$ cat config.mk
export PLATFORM = sky130hd
export DESIGN_NAME = lb_frame_ctrl_flat
export DESIGN_NICKNAME = d
export VERILOG_FILES = /design/src/rtl/lb_frame_ctrl_if.sv /design/src/rtl/lb_frame_ctrl.sv /design/src/flat_wrapper.sv
export SDC_FILE = /design/constraint.sdc
export NUM_CORES = 1
export LEC_CHECK = 0
export CAP_MARGIN = 30
export CORE_MARGIN = 3
export CORE_UTILIZATION = 25
export DETAILED_ROUTE_END_ITERATION = 10
export GPL_ROUTABILITY_DRIVEN = 0
export PLACE_DENSITY = 0.5
export SLEW_MARGIN = 15
export SYNTH_ARGS = -nofsm -noshare
export SYNTH_HDL_FRONTEND = slang
export SYNTH_SLANG_ARGS = --single-unit
$ cat constraint.sdc
create_clock -name clk -period 6.3 [get_ports clk]
set_input_delay 1.89 -clock clk [delete_from_list [all_inputs] [get_ports clk]]
set_output_delay 1.89 -clock clk [all_outputs]
set_load 0.02 [all_outputs]
$ cat src/rtl/lb_frame_ctrl_if.sv
// Upstream framed pixel stream: valid/ready handshake with start-of-frame and end-of-line markers.
// The source drives the beat, the frame controller returns ready.
interface lb_frame_ctrl_if #(
   parameter int DATA_W = 8
) ();
   logic [DATA_W-1:0] s_pixel;
   logic              s_valid;
   logic              s_sof;
   logic              s_eol;
   logic              s_ready;

   modport master (
      output s_pixel, s_valid, s_sof, s_eol,
      input  s_ready
   );

   modport slave (
      input  s_pixel, s_valid, s_sof, s_eol,
      output s_ready
   );
endinterface

$ cat src/rtl/lb_frame_ctrl.sv
// Frame sequencer ahead of the 3x3 line-buffer window engine: checks frame geometry,
// clears the line buffer at frame start and forwards accepted pixels one clock later.
module lb_frame_ctrl #(
   parameter int DATA_W = 8,
   parameter int IMG_W  = 640,
   parameter int IMG_H  = 480
) (
   input  logic              clk,
   input  logic              rst_n,
   lb_frame_ctrl_if.slave    s,
   input  logic              m_ready,
   output logic [DATA_W-1:0] lb_pixel,
   output logic              lb_valid,
   output logic              lb_clr,
   output logic              busy,
   output logic              frame_done,
   output logic              err_sof,
   output logic              err_eol,
   output logic [15:0]       frame_cnt
);
   localparam int CW = $clog2(IMG_W);
   localparam int RW = $clog2(IMG_H);
   localparam logic [CW-1:0] COL_LAST = CW'(IMG_W - 1);
   localparam logic [RW-1:0] ROW_LAST = RW'(IMG_H - 1);

   typedef enum logic [1:0] {IDLE, CLEAR, ACTIVE} state_t;

   state_t        state;
   logic [CW-1:0] col;
   logic [RW-1:0] row;

   logic at_origin;
   logic sof_restart;
   logic accept;
   logic last_col;
   logic eol_bad;

   assign at_origin   = (col == '0) && (row == '0);
   // A sof away from the origin restarts the frame; that beat is held so CLEAR can run first.
   assign sof_restart = (state == ACTIVE) && s.s_valid && s.s_sof && !at_origin;

   assign s.s_ready = (state == IDLE)   ? !s.s_sof :
                      (state == ACTIVE) ? (m_ready && !(s.s_sof && !at_origin)) :
                                          1'b0;

   assign accept   = s.s_valid && s.s_ready;
   assign last_col = (col == COL_LAST);
   assign eol_bad  = (s.s_eol != last_col);
   assign busy     = (state != IDLE);

   always_ff @(posedge clk or negedge rst_n) begin
      if (!rst_n) begin
         state      <= IDLE;
         col        <= '0;
         row        <= '0;
         lb_pixel   <= '0;
         lb_valid   <= 1'b0;
         lb_clr     <= 1'b0;
         frame_done <= 1'b0;
         err_sof    <= 1'b0;
         err_eol    <= 1'b0;
         frame_cnt  <= '0;
      end else begin
         lb_valid   <= 1'b0;
         lb_clr     <= 1'b0;
         frame_done <= 1'b0;
         err_sof    <= 1'b0;
         err_eol    <= 1'b0;

         case (state)
            IDLE: begin
               if (s.s_valid && s.s_sof) begin
                  state <= CLEAR;
               end
            end

            CLEAR: begin
               lb_clr <= 1'b1;
               col    <= '0;
               row    <= '0;
               state  <= ACTIVE;
            end

            ACTIVE: begin
               if (sof_restart) begin
                  err_sof <= 1'b1;
                  state   <= CLEAR;
               end else if (accept) begin
                  lb_pixel <= s.s_pixel;
                  lb_valid <= 1'b1;
                  // A misplaced or missing eol still forwards the beat, then aborts the frame.
                  if (eol_bad) begin
                     err_eol <= 1'b1;
                     col     <= '0;
                     row     <= '0;
                     state   <= IDLE;
                  end else if (last_col) begin
                     col <= '0;
                     if (row == ROW_LAST) begin
                        row        <= '0;
                        frame_done <= 1'b1;
                        frame_cnt  <= frame_cnt + 16'd1;
                        state      <= IDLE;
                     end else begin
                        row <= row + 1'b1;
                     end
                  end else begin
                     col <= col + 1'b1;
                  end
               end
            end

            default: state <= IDLE;
         endcase
      end
   end
endmodule

$ cat src/flat_wrapper.sv
// flat-port wrapper written by rule: the top's interface ports become plain ports
module lb_frame_ctrl_flat 
#(
   parameter int DATA_W = 8,
   parameter int IMG_W  = 640,
   parameter int IMG_H  = 480
)
  (clk, rst_n, m_ready, lb_pixel, lb_valid, lb_clr, busy, frame_done, err_sof, err_eol, frame_cnt, s_s_pixel, s_s_valid, s_s_sof, s_s_eol, s_s_ready);
  lb_frame_ctrl_if #(.DATA_W(DATA_W)) s_i ();
  input  logic clk;
  input  logic rst_n;
  input  logic m_ready;
  output logic [DATA_W-1:0] lb_pixel;
  output logic lb_valid;
  output logic lb_clr;
  output logic busy;
  output logic frame_done;
  output logic err_sof;
  output logic err_eol;
  output logic [15:0] frame_cnt;
  input wire logic [$bits(s_i.s_pixel)-1:0] s_s_pixel;
  input wire logic [$bits(s_i.s_valid)-1:0] s_s_valid;
  input wire logic [$bits(s_i.s_sof)-1:0] s_s_sof;
  input wire logic [$bits(s_i.s_eol)-1:0] s_s_eol;
  output wire logic [$bits(s_i.s_ready)-1:0] s_s_ready;
  assign s_i.s_pixel = s_s_pixel;
  assign s_i.s_valid = s_s_valid;
  assign s_i.s_sof = s_s_sof;
  assign s_i.s_eol = s_s_eol;
  assign s_s_ready = s_i.s_ready;
  lb_frame_ctrl #(.DATA_W(DATA_W), .IMG_W(IMG_W), .IMG_H(IMG_H)) u_core (.clk(clk), .rst_n(rst_n), .s(s_i), .m_ready(m_ready), .lb_pixel(lb_pixel), .lb_valid(lb_valid), .lb_clr(lb_clr), .busy(busy), .frame_done(frame_done), .err_sof(err_sof), .err_eol(err_eol), .frame_cnt(frame_cnt));
endmodule
==> results.txt <==
ranking of synthesized cells by area: dfrtp_1, nand2_1, o21ai_0, ha_1, nand3_1
via count of the first global-routing pass: 2174
upper clock frequency limit: 197.4 MHz
syn_nets: 317
count of pins on the block boundary: 45
total placed instance area: 3292 um2
Setup WS post-layout: 1.234 ns
worst slack at placement: 1.222 ns
Hold Vio Cnt, Final: 0
number of optimization iterations in the first detailed-route pass: 4
cell with the biggest individual delay on the critical path: clkdlybuf4s50_1
remaining max-slew budget at the tightest pin: 44.85%
H-Tree Level Count: 2
filler instances: 1120
crit path cell chain: clkdlybuf4s50_1 -> a21oi_1 -> nor2_1 -> clkdlybuf4s50_1
share of synthesized registers carrying an async set or reset: 100.0%
die height: 110.3 um
setup repair after global routing missed its margin: no
remaining antenna violation count after routing: 0
post-synthesis average cell area: 9.244 um2
Critical Path Fanout Max: 3
Setup Viol. Count Final: 0
P per Cell Area: 294.5 nW/um2
share of Yosys cell area claimed by the top area cell type: 46.04%
Yosys Warn Count: 0
r2r worst-path depth: 9
worst hold-check slack: 0.4683 ns
CORE AREA: 10460 um2
post-synthesis sequential area ratio: 46.04%
count of max-cap constraint violations: 0
type of the worst setup path: in2out
most common cell type on the critical path: clkdlybuf4s50_1
detailed-route wire length per cell: 13.52 um
type of element launching the critical path: input port
Initial DRC Count: 131
vias after detailed routing: 2249
Sum Neg Setup Slack: 0 ns
final worst path period share: 80.41%
worst vdd rail ir drop: 0.1158 mV
GRT Util Overall: 11.14%
Detail Placement HPWL: 4.612 mm
Final Slew Violations: 0
data required time of the worst path: 4.41 ns
FP Rows: 37
Post-CTS Hold Fix Bufs: 0
distinct cell type count of the synthesized netlist: 46
synthesis-to-layout area growth: 25.18%
gr ovfl total: 0
CTS max path bufs: 2
CTS Root Buffer Type: clkbuf_8
clk sinks: 50
FF+latch count, synth: 50
CTS tree: yes
r2r endpoint: u_core.frame_cnt[6]
number of DRC violations after detailed routing: 0
arrival time at the worst endpoint: 3.18 ns
crit path from: m_ready
count of port buffers added during placement: 44
Synth Flop Type: dfrtp_1
type of destination of the critical path: primary output
source of the worst register-to-register timing path: u_core.col[0]
slew at the pin closest to its max-slew limit: 0.8217 ns
Layout Cell Area excl Fill: 3402 um2
endpoint of the worst setup timing path: s_s_ready
ratio of cells with drive above 1 in the final layout: 6.785%
Initial Util: 25.97%
outcome: finished clean
Syn Inst Count: 294
area of the die: 12160 um2
clock transition at the registers of the reported paths: 0.09 ns
crit path time final: 5.066 ns
wire length of the first global-routing pass: 10.76 mm
Worst Skew: 0.009641 ns
routed vias/inst: 4.735
Worst-Skew Late Latency: 0.30 ns
EDFF count, synth: 0
Ant. Diodes: 0
# resized after CTS: 0
number of antenna violations at the first check in global routing: 0
leak pwr: 1.457 nW
pin count of the biggest net entering global routing: 51
hold crit path type: reg2reg
die span in x: 110.3 um
Setup Fix Bufs, Post-CTS: 0
mapped cell area: 2718 um2
number of buffers created by CTS: 5
post-detailed-routing wire length: 6.420 mm
stage delay of the slowest cell on the critical path: 0.60 ns
reg-to-reg setup timing slack: 3.55 ns
Total Nets Final: 361
library cell with the largest summed area after synthesis: dfrtp_1
[synthesized netlist by cell type, types with 6 or more instances]
library cell / count
nand4_1: 9
nor3_1: 6
nand2b_1: 6
nor2_1: 19
a21oi_1: 6
dfrtp_1: 50
xnor2_1: 8
nand2_1: 46
o21ai_0: 26
inv_1: 15
ha_1: 9
xor2_1: 8
and2_1: 6
nand3_1: 19
o31ai_1: 6
[per-stage QoR]
step / instances / util (%) / power [mW]
finish: 475 / 32.52 / 1.002
global route: 475 / 32.52 / 1.076
CTS: 475 / 32.52 / 1.019
detailed placement: 467 / 31.46 / 0.7774
global placement: 467 / 31.46 / 0.7762
floorplan: 294 / - / 0.6337
[worst max-delay path: cells and delay by family]
kind,cells,cell delay (ns)
buf+inv,2,1.10
simple gates,1,0.11
compound gates,1,0.07
[per-layer routing]
layer	track usage (%)	part of all wire (%)	vias up
li1	-	-	1120
met2	18.50	46	48
met3	2.271	5.0	5
met1	14.59	48	1076
met4	3.430	1.1	0
met5	0	0	-
[flip-flops by register name, summed over array words and instances, names as in the netlist]
name,flops
u_core.lb_valid,1
u_core.frame_cnt,16
u_core.err_eol,1
u_core.err_sof,1
u_core.frame_done,1
u_core.lb_clr,1
u_core.state,2
u_core.lb_pixel,8
u_core.row,9
u_core.col,10
[cell families after synthesis]
| logic type | synth area share, % |
|---|---|
| buffers and inverters | 3.775 |
| DFF | 46.04 |
| xor gates and xnor gates | 5.157 |
| and+or+nand+nor | 28.04 |
| muxes | 0.8287 |
| adders and majority gates | 4.144 |
| AOI/OAI and AO/OA | 12.02 |
[cell usage in the layout (no fill, tap or decap), types with 2 or more instances in the layout]
cell             instances
o22ai_1                  2
nor2_1                  19
nand4_1                  9
a21oi_1                  6
ha_1                     9
and3_1                   5
nand2_1                 46
clkbuf_8                 5
and4_1                   4
buf_4                    2
nor3b_1                  3
nor3_1                   6
a31oi_1                  2
nor4_2                   4
o211ai_1                 2
or4_1                    2
or3_1                    3
and2_1                   6
xor2_1                   8
nand2b_1                 6
o21ai_0                 26
xnor2_1                  8
mux2_1                   2
dfrtp_1                 50
inv_1                   15
clkdlybuf4s50_1         43
o31ai_1                  6
nand3_1                 19
o31ai_2                  2
[where the power goes]
group / switching [mW] / leakage, nW / total [mW] / internal (mW)
Sequential: 0.0269 / 0.684 / 0.388 / 0.362
Combinational: 0.233 / 0.722 / 0.379 / 0.146
Clock: 0.116 / 0.0514 / 0.234 / 0.119
[how the worst min path moves through the flow]
stage	start	end	slack, ns	depth (start not counted)
global route	u_core.lb_pixel[5]	u_core.lb_pixel[5]	0.51	2
floorplan	u_core.row[7]	u_core.row[7]	0.47	1
detailed placement	u_core.frame_cnt[15]	u_core.frame_cnt[15]	0.46	1
finish	u_core.frame_cnt[15]	u_core.frame_cnt[15]	0.47	1
global placement	u_core.frame_cnt[15]	u_core.frame_cnt[15]	0.46	1
CTS	u_core.frame_cnt[15]	u_core.frame_cnt[15]	0.48	1
[final cells by class]
class / count / area [um2] / share of cell area [%]
tap: 136 / 170.2 / 5.002
multi-input combinational: 220 / 1364 / 40.09
clock buffer: 6 / 72.57 / 2.133
sequential: 50 / 1251 / 36.78
clock inverter: 2 / 37.54 / 1.103
timing repair buffer: 46 / 450.4 / 13.24
inverter: 15 / 56.30 / 1.655
No activity file was read; power rests on OpenSTA's default activity.
==> edit 1, RTL diff (same flow settings) <==
`IMG_W` is set to 640 in 2 places; all go to 160.
--- a/src/rtl/lb_frame_ctrl.sv
+++ b/src/rtl/lb_frame_ctrl.sv
@@ -3,5 +3,5 @@
 module lb_frame_ctrl #(
    parameter int DATA_W = 8,
-   parameter int IMG_W  = 640,
+   parameter int IMG_W  = 160,
    parameter int IMG_H  = 480
 ) (
--- a/src/flat_wrapper.sv
+++ b/src/flat_wrapper.sv
@@ -3,5 +3,5 @@
 #(
    parameter int DATA_W = 8,
-   parameter int IMG_W  = 640,
+   parameter int IMG_W  = 160,
    parameter int IMG_H  = 480
 )
Formal check against the unedited RTL: no difference found for any inputs over 10 cycles, from zero or initial values and one cycle with rst_n low; that may be too few to reach the edited logic, so the function may still have changed.
==> edit 1 against the original RTL <==
  * Total power fell by 3.9%
  * Sequential share of layout area fell by 0.85 points
  * Fmax fell by 7.6%
  * Sequential cell count fell by 2
  * Worst setup slack got worse by 410 ps
  * Area after synthesis fell by 2.2%
  * Core utilization fell by 0.13 points
  * Clock skew fell by 2.9 ps
  * Cell area fell by 1.7%
  * Non-clock buffer count rose by 1
  * Final cell count fell by 6.9%
  * Wire length fell by 4.1%
==> edit 1: results (changes against the original RTL) <==
status -> completed
hold crit path type -> reg -> reg
first-pass GRT wire length -> 10,360 um (-3.7%)
First-pass DRT Iterations -> 4 (unchanged)
largest net degree at the start of global routing -> 27 (-47%)
main flop type after synthesis -> dfrtp_1
clock edge transition at the registers on the reported setup and hold paths -> 90 ps (about the same)
Antenna Cells -> 0 (unchanged)
Clock Skews -> 6.711 ps (-2.930 ps)
number of synthesis warnings -> 0 (unchanged)
H-tree depth -> 2 (unchanged)
PostCTS Resize Cnt -> 0 (unchanged)
Max IR drop VDD -> 0.1281 mV (+11%)
Post-synth top cells -> 48 x dfrtp_1, 19 x inv_1, 19 x nand3_1
Tot GR Track Use -> 0.1078 (-0.003660)
FF-to-FF Start -> u_core.row[0]
clock buffer depth -> 2 (unchanged)
top cells by area, synth -> dfrtp_1 45%, ha_1 4.2%, mux2_2 4.2%, xor2_1 4.0%, nand3_1 3.6%
fraction of layout cells with a size suffix above 1 -> 0.1209 (+0.05307)
post-DP HPWL -> 4540 um (-1.6%)
Post-CTS Setup Repair Bufs -> 0 (unchanged)
worst-path maximum fanout -> 7 (+4)
arrival time worst endpoint -> 3590 ps (+410 ps)
syn avg cell area -> 10.15 um^2 (+9.8%)
Static Leak -> 1.408 nW (-3.4%)
post-synthesis sequential area ratio -> 0.4518 (-0.008640)
routed wire length -> 6156 um (-4.1%)
top flop regs -> u_core.frame_cnt (16), u_core.row (9)
Layout Cells excl Fill -> 442 (-6.9%)
Final nets -> 328 (-9.1%)
syn_nets -> 285 (-10%)
port bufs -> 44 (unchanged)
Worst Max-Slew Pin Slew -> 555.3 ps (-266.4 ps)
fin crit share -> 0.8699 (+0.06581)
vias after detailed routing -> 2,154 (-4.2%)
# placed instances -> 434 (-7.1%)
vias in the first global route -> 2,088 (-4.0%)
Yosys cell types -> 51 (+11%)
DRT iter0 DRCs -> 99 (-24%)
[edit 1: changes by cell type after synthesis, sizes merged, moves of 4 or more]
cell and delta:
nand2 -30, o21ai -14, mux2 +9, nor2 -8, and2 -7, nor4 +6
xnor2 -5, a311oi +4, inv +4, o22ai +4, xor2 +4
[edit 1: cells by family (layout without fill, tap and decap cells)]
group / after synthesis / in the layout / share of synthesized area
flops: 48 / 48 / 0.4518
simple gates: 103 / 103 / 0.2490
fa+ha+maj: 9 / 9 / 0.04235
compound gates: 46 / 46 / 0.1139
mux: 11 / 11 / 0.04659
buf+inv: 30 / 74 / 0.04706
xor+xnor: 15 / 15 / 0.04941
[edit 1: path summary, 6_finish.rpt]
check | to | slack (ps) | cells past startpoint
max | s_s_ready | 820 | 6
min | u_core.frame_cnt[15] | 480 | 1
max reg2reg | u_core.lb_pixel[7] | 3870 | 6
min reg2reg | u_core.frame_cnt[15] | 480 | 1
max in group asynchronous | u_core.row[4] | 4190 | 2
min in group asynchronous | u_core.lb_pixel[6] | 1560 | 1
[edit 1: layer usage]
metal  track usage  wire [um]
met5             0          0
met4       0.03156         74
met3       0.02546        306
met2        0.1741       2764
met1        0.1430       3011
[edit 1: stage by stage]
stage | setup WS, ps | area [um^2] | hold slack [ps]
2_1_floorplan | 1876 | 2659 | 493.8
3_5_place_dp | 821.6 | 3246 | 472.3
5_1_grt | 667.5 | 3343 | 499.9
4_1_cts | 810.5 | 3343 | 485.5
3_3_place_gp | 835.6 | 3226 | 468.1
6_report | 819.5 | 3343 | 478.3
[edit 1: where the power goes]
group	internal [mW]	total (mW)	leakage [nW]	switching [mW]
clock network	0.0891	0.199	0.0434	0.110
registers	0.349	0.375	0.648	0.0267
logic	0.171	0.388	0.717	0.217
[edit 1: area by class of cell]
class | count | area [um^2]
clock buffer | 6 | 82.58
multi-input combinational | 184 | 1333
clock inverter | 2 | 15.01
inverter | 19 | 71.32
fill | 1076 | 6980
tap | 136 | 170.2
timing repair buffer | 47 | 470.5
sequential | 48 | 1201
[edit 1: worst max-delay path, stage by stage]
cell and delay (ps):
clkdlybuf4s50_1 460, a21oi_1 330, inv_1 110, nand2_2 190, inv_1 60, clkdlybuf4s50_1 530
==> edit 2, RTL diff (same settings) <==
Made on the original files. Reset style: synchronous (`rst_n`), changed in one clocked block.
--- a/src/rtl/lb_frame_ctrl.sv
+++ b/src/rtl/lb_frame_ctrl.sv
@@ -49,5 +49,5 @@
    assign busy     = (state != IDLE);
 
-   always_ff @(posedge clk or negedge rst_n) begin
+   always_ff @(posedge clk) begin
       if (!rst_n) begin
          state      <= IDLE;
Function: differs if rst_n is asserted again (counterexample within 4 cycles, from zero or initial values and one cycle with rst_n low); with rst_n held inactive, the same outputs for 4 cycles.
==> edit 2 against the original RTL <==
  * Sequential cell count stayed put
  * Area after synthesis is 6.0% lower
  * Cell area is 5.7% lower
  * Wire length is 3.0% higher
  * Synthesized cell count is 4.8% higher
  * Total power is 26% lower
  * Worst setup slack worse by 100 ps
  * Clock skew is 0.50 ps higher
  * Largest power group unchanged
==> edit 2: results (changes against the original RTL) <==
Root Driver -> clkbuf_8
First-pass DRT Iterations -> 4 (unchanged)
arrival time worst endpoint -> 3280 ps (+100 ps)
status -> completed
post-DP HPWL -> 4843 um (+5.0%)
port bufs -> 44 (unchanged)
CP max stage delay -> 610 ps
main flop type after synthesis -> dfxtp_1
CTS buffer count -> 5 (unchanged)
CP delay by family, top -> buffers and inverters
syn avg cell area -> 8.295 um^2 (-10%)
largest net degree at the start of global routing -> 25 (-51%)
PostCTS Resize Cnt -> 0 (unchanged)
# placed instances -> 475 (+1.7%)
Final nets -> 372 (+3.0%)
top flop regs -> u_core.frame_cnt (16), u_core.col (10), u_core.row (9)
fraction of layout cells with a size suffix above 1 -> 0.04871 (-0.01914)
Static Leak -> 1.025 nW (-30%)
H-tree depth -> 2 (unchanged)
vias in the first global route -> 2,252 (+3.6%)
syn_nets -> 331 (+4.4%)
Max IR drop VDD -> 0.1040 mV (-10%)
area of placed instances -> 3126 um^2 (-5.1%)
clock edge transition at the registers on the reported setup and hold paths -> 90 ps (about the same)
Power Internal -> 0.4743 mW (-24%)
Clock Skews -> 10.14 ps (+0.5030 ps)
Via density -> 4.811 (+1.6%)
Slowest cell on crit path -> clkdlybuf4s50_1
asr flop ratio synth -> 0 (-1.000)
DR WL/cell -> 13.72 um (+1.5%)
initial antenna violation count -> 0 (unchanged)
first-pass GRT wire length -> 10,990 um (+2.2%)
Yosys cell types -> 45 (-2.2%)
hold crit path type -> reg -> reg
Worst Max-Slew Pin Slew -> 872.5 ps (+50.84 ps)
top cells by area, synth -> dfxtp_1 39%, a21oi_1 6.1%, ha_1 4.4%, nor2_1 4.3%, o21ai_0 4.1%
worst-path maximum fanout -> 6 (+3)
Post-CTS Setup Repair Bufs -> 0 (unchanged)
Post-synth top cells -> 50 x dfxtp_1, 31 x a21oi_1, 29 x nor2_1
Fillers -> 1,045 (-6.7%)
clock latency on the worst-skew pair -> 300 ps (about the same)
post-synthesis sequential area ratio -> 0.3918 (-0.06863)
Tot GR Track Use -> 0.1174 (+0.005946)
Antenna Cells -> 0 (unchanged)
routed wire length -> 6612 um (+3.0%)
DRT iter0 DRCs -> 94 (-28%)
clock buffer depth -> 2 (unchanged)
number of synthesis warnings -> 0 (unchanged)
==> edit 2: stage by stage <==
stage	setup slack (ps)	total power [mW]	util
after floorplan	2094	0.4880	-
after global placement	1137	0.5658	0.3168
after detailed placement	1124	0.5647	0.3168
after CTS	1123	0.7523	0.3253
after global routing	1039	0.7890	0.3253
final	1131	0.7429	0.3253
==> edit 2: worst register-to-register path: stages, from the launching register on <==
cell,delay [ps]
dfxtp_1,360
nor4_1,380
nand4_1,320
o31ai_1,370
nand4_1,490
or4_1,570
a21oi_1,140
==> edit 2: power by group through the flow <==
| stage | registers [mW] | clock network, mW | logic (mW) |
|---|---|---|---|
| detailed placement | 0.339 | 0 | 0.226 |
| global route | 0.333 | 0.206 | 0.251 |
| CTS | 0.331 | 0.193 | 0.227 |
| floorplan | 0.342 | 0 | 0.146 |
| finish | 0.331 | 0.186 | 0.226 |
| global placement | 0.339 | 0 | 0.227 |
==> edit 2: final cells by class <==
| class | instances | area share |
|---|---|---|
| Inverter | 16 | 0.01871 |
| Sequential cell | 50 | 0.3119 |
| Tap cell | 133 | 0.05185 |
| Clock buffer | 5 | 0.02144 |
| Timing Repair Buffer | 45 | 0.1396 |
| Multi-Input combinational cell | 231 | 0.4519 |
| Clock inverter | 2 | 0.004678 |
==> edit 2: cell families (layout without fill, tap and decap cells) <==
family	count (synthesis)	count (layout)	synth area share
simple gates	131	131	0.2845
compound gates	74	74	0.1758
mux	10	10	0.03918
buf+inv	27	68	0.04065
flops	50	50	0.3918
fa+ha+maj	9	9	0.04408
xor+xnor	7	7	0.02400
==> edit 2: layer usage <==
layer	GRT usage	routed length, um	vias up
li1	-	-	1196
met1	0.1497	3088	1082
met2	0.2011	3219	32
met3	0.02047	197	9
met4	0.03562	106	0
met5	0	0	-
==> edit 2: path summary, 6_finish.rpt <==
kind                            cells past startpoint                    to  slack [ps]           from
worst max-delay path                                4             s_s_ready        1130        s_s_sof
worst min-delay path                                2         u_core.row[1]         480  u_core.row[1]
worst min register to register                      2         u_core.row[1]         480  u_core.row[1]
worst max register to register                      6  u_core.frame_cnt[12]        3610  u_core.col[3]
